## src/rtl/match_job_sequencer.sv

```systemverilog
// Batch sequencer for the pattern-match engine: issues one engine start per job,
// waits for done with a per-job timeout, and keeps sticky batch status.
module match_job_sequencer #(
    parameter int NumJobsWidth  = 8,
    parameter int TimeoutCycles = 1024
) (
    input  logic                    clk_i,
    input  logic                    rst_ni,
    input  logic                    start_i,
    input  logic                    abort_i,
    input  logic [NumJobsWidth-1:0] num_jobs_i,
    output logic                    eng_start_o,
    output logic [NumJobsWidth-1:0] eng_job_idx_o,
    input  logic                    eng_done_i,
    input  logic                    eng_match_i,
    output logic                    busy_o,
    output logic                    done_o,
    output logic                    timeout_o,
    output logic                    aborted_o,
    output logic [NumJobsWidth-1:0] match_cnt_o,
    output logic                    first_match_vld_o,
    output logic [NumJobsWidth-1:0] first_match_idx_o
);

    localparam int TimerWidth = (TimeoutCycles > 2) ? $clog2(TimeoutCycles) : 1;
    localparam logic [TimerWidth-1:0]   TimerLast = TimerWidth'(TimeoutCycles - 1);
    localparam logic [NumJobsWidth-1:0] One       = NumJobsWidth'(1);

    typedef enum logic [1:0] {
        IDLE  = 2'd0,
        ISSUE = 2'd1,
        WAIT  = 2'd2
    } state_t;

    state_t                  state, state_d;
    logic                    start_q;
    logic                    armed;
    logic [NumJobsWidth-1:0] job_idx;
    logic [NumJobsWidth-1:0] job_count;
    logic [TimerWidth-1:0]   timer;

    logic rise;
    logic accept;
    logic empty_batch;
    logic job_done;
    logic advance;
    logic finish;
    logic timed_out;
    logic abort_take;

    // A rise only counts once start_i has been seen low since reset, so a level
    // held across reset release cannot launch a batch.
    assign rise = start_i & ~start_q & armed;

    always_comb begin
        state_d     = state;
        accept      = 1'b0;
        empty_batch = 1'b0;
        job_done    = 1'b0;
        advance     = 1'b0;
        finish      = 1'b0;
        timed_out   = 1'b0;
        abort_take  = 1'b0;
        case (state)
            IDLE: begin
                if (rise) begin
                    accept = 1'b1;
                    if (num_jobs_i == '0) begin
                        empty_batch = 1'b1;
                    end else begin
                        state_d = ISSUE;
                    end
                end
            end
            ISSUE: begin
                if (abort_i) begin
                    abort_take = 1'b1;
                    state_d    = IDLE;
                end else begin
                    state_d = WAIT;
                end
            end
            WAIT: begin
                if (abort_i) begin
                    abort_take = 1'b1;
                    state_d    = IDLE;
                end else if (eng_done_i) begin
                    job_done = 1'b1;
                    if (job_idx == job_count - One) begin
                        finish  = 1'b1;
                        state_d = IDLE;
                    end else begin
                        advance = 1'b1;
                        state_d = ISSUE;
                    end
                end else if (timer == TimerLast) begin
                    timed_out = 1'b1;
                    state_d   = IDLE;
                end
            end
            default: state_d = IDLE;
        endcase
    end

    always_ff @(posedge clk_i or negedge rst_ni) begin
        if (!rst_ni) begin
            state <= IDLE;
        end else begin
            state <= state_d;
        end
    end

    always_ff @(posedge clk_i or negedge rst_ni) begin
        if (!rst_ni) begin
            start_q           <= 1'b0;
            armed             <= 1'b0;
            job_idx           <= '0;
            job_count         <= '0;
            timer             <= '0;
            done_o            <= 1'b0;
            timeout_o         <= 1'b0;
            aborted_o         <= 1'b0;
            match_cnt_o       <= '0;
            first_match_vld_o <= 1'b0;
            first_match_idx_o <= '0;
        end else begin
            start_q <= start_i;
            armed   <= armed | ~start_i;

            if (state == ISSUE) begin
                timer <= '0;
            end else if (state == WAIT) begin
                timer <= timer + 1'b1;
            end

            if (accept) begin
                job_idx           <= '0;
                job_count         <= num_jobs_i;
                done_o            <= empty_batch;
                timeout_o         <= 1'b0;
                aborted_o         <= 1'b0;
                match_cnt_o       <= '0;
                first_match_vld_o <= 1'b0;
                first_match_idx_o <= '0;
            end

            if (job_done && eng_match_i) begin
                match_cnt_o <= match_cnt_o + One;
                if (!first_match_vld_o) begin
                    first_match_vld_o <= 1'b1;
                    first_match_idx_o <= job_idx;
                end
            end

            if (advance) begin
                job_idx <= job_idx + One;
            end

            if (finish) begin
                done_o <= 1'b1;
            end
            if (timed_out) begin
                done_o    <= 1'b1;
                timeout_o <= 1'b1;
            end
            if (abort_take) begin
                done_o    <= 1'b1;
                aborted_o <= 1'b1;
            end
        end
    end

    assign eng_start_o   = (state == ISSUE);
    assign eng_job_idx_o = job_idx;
    assign busy_o        = (state != IDLE);

endmodule

```

## config.mk

```make
export PLATFORM = sky130hd
export DESIGN_NAME = match_job_sequencer
export DESIGN_NICKNAME = d
export VERILOG_FILES = /design/src/rtl/match_job_sequencer.sv
export SDC_FILE = /design/constraint.sdc
export NUM_CORES = 1
export LEC_CHECK = 0
export BUFFER_PORTS_ARGS = -buffer_cell sky130_fd_sc_hd__buf_2
export CAP_MARGIN = 25
export CORE_AREA = 10 10 102 86
export DETAILED_ROUTE_END_ITERATION = 8
export DIE_AREA = 0 0 112 96
export GPL_TIMING_DRIVEN = 0
export PLACE_DENSITY = 0.69
export SKIP_LAST_GASP = 1
export SLEW_MARGIN = 20
export SYNTH_ARGS = -nofsm -noshare
export SYNTH_HDL_FRONTEND = slang
export SYNTH_SLANG_ARGS = --single-unit
export TNS_END_PERCENT = 1
```

## constraint.sdc

```tcl
create_clock -name clk_i -period 5.8 [get_ports clk_i]
set_input_delay 1.16 -clock clk_i [delete_from_list [all_inputs] [get_ports clk_i]]
set_output_delay 1.16 -clock clk_i [all_outputs]
set_load 0.01 [all_outputs]
```

==> summary.txt, run 1 <==
Run status
  – Outcome: complete, no violations

Clock network
  – Setup repair bufs after CTS: 0
  – CTS resizes: 0
  – Clk slew on worst S/H paths: 0.09 ns
  – Clock tree buffer depth: 2
  – Cts-stage hold buffer count: 0
  – Clock Latency Late Sink: 0.32 ns
  – Clk root buf: clkbuf_8
  – CTS Sinks: 50
  – H-tree depth: 2
  – CTS tree: built
  – Num CTS Buffers: 5

GRT
  – First-pass GRT wire length: 10,400 um
  – Total grt overflow: 0
  – Vias in the first global route: 2,106
  – GRT Resource Usage Total: 11.8%
  – Initial antenna violation count: 0
  – Largest net degree at the start of global routing: 51

Logic synthesis
  – Largest area contributor in the netlist: dfrtp_1
  – Mapped Cells: 277
  – Synth top area share: 47.0%
  – EDFF count, synth: 0
  – Flops & latches, synth: 50
  – Net Count, Synth: 299
  – Top cells by area, synth: dfrtp_1 47%, nand2_1 4.7%, o21ai_0 4.5%, nand3_1 3.9%, mux2_2 3.8%
  – Dominant synthesized flop cell: dfrtp_1
  – Distinct cells, synth: 50
  – Cell with the most instances after synthesis: dfrtp_1
  – Synth top cells by count: 50 x dfrtp_1, 33 x nand2_1, 24 x o21ai_0, 21 x nand3_1, 14 x nor2_1
  – Async set-reset flop share out of synthesis: 100%
  – Synth Warn #: 0
  – Mean post-synth cell area: 9.61 sq um
  – Seq/Total Area, Yosys: 47.0%
  – Post-Syn Area: 2660 sq um

Routing
  – Via/cell ratio: 5.25
  – DR pass1 iterations: 4
  – Vias: 2,178
  – 1st-iter DRT viols: 109
  – WL/cell: 14.8 um
  – Final antenna-violating net count: 0
  – Total Wirelength: 6140 um
  – DRC violations left: 0
  – Max layer used: met4
  – WL met1: 3080 um
  – Metal2 WL: 2560 um
  – Met3 WL: 384 um

STA
  – Fin crit period: 2.99 ns
  – Unrepaired setup endpoints after global routing: false
  – F_max: 0.335 GHz
  – Slew HR: 56.7%
  – Fin Hold WS: 0.502 ns
  – Final setup vio count: 0
  – Fin crit share: 51.5%
  – Fin. Hold Viols: 0
  – Skew final: 0.0174 ns
  – Fin Setup TNS: 0 ns
  – Max-slew violation count: 0
  – Least-Margin Pin Slew: 0.646 ns
  – Crit path setup slack, layout: 2.81 ns

Critical path
  – Worst path bufs/invs: 2
  – CP Capture Type: register
  – Critical path's largest stage delay: 0.57 ns
  – Register-to-Register Setup Slack: 3.00 ns
  – Reg2Reg Depth: 9
  – Data required, critical path: 6.03 ns
  – Reg2reg start: job_count[0]
  – Startpoint types: primary input
  – Cells along the critical path: buf_2 -> nor3b_2 -> nand2_1 -> nor2_1 -> clkbuf_1 -> nand2_1 -> o21ai_0
  – Top Family by Delay on Critical Path: simple AND/OR/NAND/NOR gates
  – Critical Path Fanout Max: 10
  – CP most frequent cell: nand2_1
  – Worst path slowest cell: nor3b_2
  – CP Data Arrival Time: 3.22 ns
  – CP Class: primary input to register
  – Reg2reg end: eng_job_idx_o[5]
  – Worst Setup SP: abort_i

Run
  – Max-cap violation count: 0

Floorplanning
  – Core ar.: 6720 sq um
  – Full die area: 10,800 sq um
  – Die width: 112 um
  – Initial core utilization: 39.6%
  – FP Rows: 27
  – IO Count: 44
  – Die Height: 96 um

Placed design
  – Area post-placement: 2990 sq um
  – Buffers on Ports: 43
  – HPWL Detailed: 4640 um
  – Placed cells: 407
  – Routability cong.: 0.768
  – Pre-CTS setup slack: 2.51 ns

Hold path
  – Hold path depth: 1
  – Min-Delay Startpoint: armed
  – Hold crit path type: register to register
  – Hold endpoint: armed

Power
  – Pwr Density: 367 nW/um^2
  – Maximum vdd drop: 0.000211 V
  – Pleak: 1.42 nW
  – Overall power consumption: 1.13 mW

Layout
  – Share of layout cells above drive strength 1: 22.3%
  – Ant. Diodes: 0
  – Post-layout util: 45.9%
  – Area Overhead vs Synth: 16.0%
  – Post-route cell area: 3090 sq um
  – NumNets Final: 349
  – Post-Layout Cell Count: 415
-- per-layer routing --
metal | vias up | global-route usage [%]
met3 | 11 | 3.67
met4 | 0 | 4.54
met2 | 52 | 17.4
met1 | 1030 | 15.8
li1 | 1085 | -
met5 | - | 0
-- final cells by class --
class	instances	area [sq um]
fill	675	3630
inverter	13	48.8
tap	87	109
timing repair buffer	43	218
clock buffer	6	82.6
multi-input combinational	202	1310
buffer	12	55.1
sequential	50	1250
clock inverter	2	17.5
-- registers in the layout, summed over array words and instances (netlist names) --
register,cells
timer,10
eng_job_idx_o,8
first_match_idx_o,8
job_count,8
match_cnt_o,8
state,2
aborted_o,1
armed,1
done_o,1
first_match_vld_o,1
start_q,1
timeout_o,1
-- cell families after synthesis --
group / synth area share, %
simple gates: 20.4
compound gates: 15.3
flops: 47.0
buf+inv: 3.90
xor+xnor: 4.89
mux: 4.75
fa+ha+maj: 3.76
-- report_power, final --
group / leakage, nW / internal, mW / total (mW) / switching (mW)
combinational: 0.716 / 0.179 / 0.411 / 0.232
clock: 0.0514 / 0.0984 / 0.221 / 0.123
sequential: 0.656 / 0.418 / 0.502 / 0.0836
total: 1.42 / 0.696 / 1.13 / 0.438
-- worst max-delay path by stage --
| stage | end | slack (ns) | depth (start not counted) |
|---|---|---|---|
| after floorplan | first_match_idx_o[6] | 3.17 | 5 |
| after global placement | first_match_idx_o[6] | 2.55 | 6 |
| after detailed placement | first_match_idx_o[6] | 2.51 | 6 |
| after CTS | first_match_idx_o[2] | 2.85 | 7 |
| after global routing | first_match_idx_o[2] | 2.62 | 7 |
| final | first_match_idx_o[2] | 2.81 | 7 |
-- cell usage in the layout, fill, tap and decap left out, types with 7 or more instances in the layout --
cell type	instances
nand3_1	21
nand2_1	33
a21oi_1	9
xor2_1	7
dfrtp_1	50
mux2_2	9
clkbuf_1	9
nor2_1	14
ha_1	8
o21ai_0	24
inv_1	13
buf_2	43
Note: power is estimated with default switching activity, not from simulation.
==> run 2, diff against run 1 <==
--- a/config.mk
+++ b/config.mk
@@ -5,6 +5,7 @@
 export SDC_FILE = /design/constraint.sdc
 export NUM_CORES = 1
 export LEC_CHECK = 0
+export ABC_AREA = 1
 export BUFFER_PORTS_ARGS = -buffer_cell sky130_fd_sc_hd__buf_2
 export CAP_MARGIN = 25
 export CORE_AREA = 10 10 102 86
==> constraint.sdc (replaced) <==
create_clock -name clk_i -period 2.8 [get_ports clk_i]
set_input_delay 0.56 -clock clk_i [delete_from_list [all_inputs] [get_ports clk_i]]
set_output_delay 0.56 -clock clk_i [all_outputs]
set_load 0.01 [all_outputs]
==> run 2 against run 1 <==
  * Clock-buffer cell count increased by 1
  * Utilization increased by 0.26 points
  * Wire length increased by 3.9%
  * Sequential power increased by 98%
  * Setup slack got worse by 2.0 ns
  * Largest cell class is now flip-flops and latches
  * Global-route usage increased by 0.78 points
  * Register-to-register slack got worse by 2.2 ns
==> summary.txt, run 2 <==
Run status
  – Outcome: complete, no violations

STA
  – Fin. Hold Viols: 0 (unchanged)
  – Unrepaired setup endpoints after global routing: false
  – Fin Setup TNS: 0 ns (unchanged)
  – Crit path setup slack, layout: 0.823 ns (-1.99 ns)
  – F_max: 0.506 GHz
  – Fin crit period: 1.98 ns
  – Final setup vio count: 0 (unchanged)
  – Max-slew violation count: 0 (unchanged)
  – Slew HR: 58.0% (+1.3 points)
  – Fin crit share: 70.6%
  – Least-Margin Pin Slew: 0.629 ns (-0.0165 ns)
  – Skew final: 0.00794 ns (-0.00947 ns)

Placed design
  – HPWL Detailed: 4960 um (+7.0%)
  – Routability cong.: 0.881 (+15%)
  – Buffers on Ports: 43 (unchanged)
  – Placed cells: 469 (+15%)
  – Pre-CTS setup slack: 0.849 ns (-1.66 ns)

Layout
  – Largest reg by FF count: timer
  – Most frequent cells in the layout: 88 x nand2_1, 50 x dfrtp_1, 44 x buf_2
  – Share of layout cells above drive strength 1: 18.7% (-3.5 points)
  – Post-Layout Cell Count: 477 (+15%)
  – Most common cell after layout, fill and taps aside: nand2_1
  – NumNets Final: 411 (+18%)
  – Area Overhead vs Synth: 15.5%
  – Filler cell count: 648 (-4.0%)
  – Total area of sequential cells: 1250 sq um (unchanged)
  – Largest register FFs: 10 (unchanged)
  – Ant. Diodes: 0 (unchanged)
  – Footprint of the multi-input gates: 1220 sq um (-6.2%)

Logic synthesis
  – Net Count, Synth: 361 (+21%)
  – Synth top area share: 46.6% (-0.46 points)
  – Mapped Cells: 339 (+22%)
  – Seq/Total Area, Yosys: 46.6% (-0.46 points)
  – Cell with the most instances after synthesis: nand2_1
  – Async set-reset flop share out of synthesis: 100% (unchanged)
  – Post-Syn Area: 2690 sq um (+0.99%)
  – Largest area contributor in the netlist: dfrtp_1
  – Synth top cells by count: 88 x nand2_1, 50 x dfrtp_1, 39 x nand3_1, 37 x inv_1, 25 x o21ai_0
  – Top cells by area, synth: dfrtp_1 47%, nand2_1 12%, nand3_1 7.3%, inv_1 5.2%, o21ai_0 4.7%
  – Flops & latches, synth: 50 (unchanged)
  – Dominant synthesized flop cell: dfrtp_1
  – Synth Warn #: 0 (unchanged)
  – Mean post-synth cell area: 7.93 sq um (-17%)
  – EDFF count, synth: 0 (unchanged)
  – Distinct cells, synth: 33 (-34%)

GRT
  – GRT Resource Usage Total: 12.6% (+0.78 points)
  – Initial antenna violation count: 0 (unchanged)
  – Total grt overflow: 0 (unchanged)
  – First-pass GRT wire length: 11,200 um (+7.6%)
  – Largest net degree at the start of global routing: 51 (unchanged)
  – Vias in the first global route: 2,277 (+8.1%)

Routing
  – Via/cell ratio: 4.86 (-7.3%)
  – 1st-iter DRT viols: 186 (+71%)
  – WL/cell: 13.4 um (-9.6%)
  – Total Wirelength: 6380 um (+3.9%)
  – DR pass1 iterations: 4 (unchanged)
  – DRC violations left: 0 (unchanged)
  – Vias: 2,320 (+6.5%)
  – Final antenna-violating net count: 0 (unchanged)

Power
  – Net Switching: 0.988 mW (+130%)
  – Pwr Density: 773 nW/um^2 (+110%)
  – Maximum vdd drop: 0.000445 V (+110%)
  – P_int: 1.41 mW (+100%)
  – Pleak: 1.63 nW (+15%)
  – Sequential group share of total power: 41.4% (-2.8 points)
  – Clk pwr share: 18.0% (-1.5 points)
  – Sw frac: 41.1% (+2.5 points)
  – Gate power share: 40.5% (+4.2 points)

Critical path
  – Reg2reg end: timer[8]
  – Reg2reg start: state[0]
  – CP Class: register to register
  – Startpoint types: register
  – Register-to-Register Setup Slack: 0.82 ns (-2.18 ns)
  – CP Capture Type: register
  – Reg2Reg Depth: 9 (unchanged)
  – Data required, critical path: 3.03 ns (-3.00 ns)
  – Critical Path Fanout Max: 8 (-2)
  – CP Data Arrival Time: 2.21 ns (-1.01 ns)

Clock network
  – Clk root buf: clkbuf_8
  – CTS resizes: 0 (unchanged)
  – H-tree depth: 2 (unchanged)
  – Cts-stage hold buffer count: 0 (unchanged)
  – CTS tree: built
  – Clk slew on worst S/H paths: 0.09 ns (about the same)
  – Num CTS Buffers: 5 (unchanged)
  – Setup repair bufs after CTS: 0 (unchanged)
  – CTS Sinks: 50 (unchanged)
  – Clock tree buffer depth: 2 (unchanged)
  – Clock Latency Late Sink: 0.30 ns (-0.02 ns)

Floorplanning
  – Initial core utilization: 40.0% (+0.39 points)
  – Full die area: 10,800 sq um (unchanged)
  – Die Height: 96 um (unchanged)
  – Die width: 112 um (unchanged)
  – FP Rows: 27 (unchanged)
  – IO Count: 44 (unchanged)
  – Core ar.: 6720 sq um (unchanged)

Hold path
  – Hold crit path type: primary input to asynchronous set/reset pin

Run
  – Max-cap violation count: 0 (unchanged)
[run 2: metrics by stage]
step                      cell area (sq um)  total power, mW  hold slack, ns  util (%)
after floorplan                        2690             1.71           0.264         -
after global placement                 3010             1.95           0.438      44.8
after detailed placement               3010             1.99           0.444      44.8
after CTS                              3110             2.43           0.296      46.2
after global routing                   3110             2.63           0.329      46.2
final                                  3110             2.40           0.281      46.2
[run 2: cell families (layout without fill, tap and decap cells)]
family	after synthesis	after routing	share of synthesized area, %
xor gates and xnor gates	10	10	3.26
and+or+nand+nor	177	177	29.9
buffers and inverters	50	101	7.87
adders and majority gates	8	8	3.72
DFF	50	50	46.6
AOI/OAI and AO/OA	44	44	8.66
[run 2: cell type report]
class / instances / area share, %
plain buffers: 6 / 1.33
inverters: 44 / 5.48
multi-input cells: 239 / 39.4
flip-flops and latches: 50 / 40.3
well taps: 87 / 3.51
repair buffers: 43 / 7.01
clock inverters: 1 / 0.161
clock buffers: 7 / 2.78
[run 2: how the worst max path moves through the flow]
stage          startpoint        to  slack, ns
6_report         state[0]  timer[8]       0.82
5_1_grt          state[0]  timer[8]       0.62
4_1_cts          state[0]  timer[8]       0.83
3_5_place_dp     state[0]  timer[8]       0.85
3_3_place_gp     state[0]  timer[8]       0.90
2_1_floorplan    state[0]  timer[8]       1.12
[run 2: worst max-delay path, stage by stage, from the launching register on]
cell and delay [ns]:
dfrtp_1 0.41, inv_1 0.09, ha_1 0.30, buf_6 0.12, inv_1 0.06, nor4_1 0.50, nand2_1 0.09, nor2_1 0.13
o21ai_0 0.08, a21oi_1 0.11
[run 2: power groups by stage]
stage               Combinational, mW  Clock (mW)  Sequential [mW]
floorplan                       0.712           0            0.994
global route                     1.13       0.477             1.02
detailed placement              0.979           0             1.01
global placement                0.946           0             1.00
CTS                             0.983       0.450            0.997
finish                          0.974       0.433            0.996
[run 2: routing by layer]
layer,up-vias,share of wire (%),wire (um),track usage [%]
met5,-,0,0,0
met4,0,0.86,55,4.11
met3,4,6.6,421,3.17
met2,58,42,2660,18.8
met1,1069,51,3240,17.3
li1,1189,-,-,-
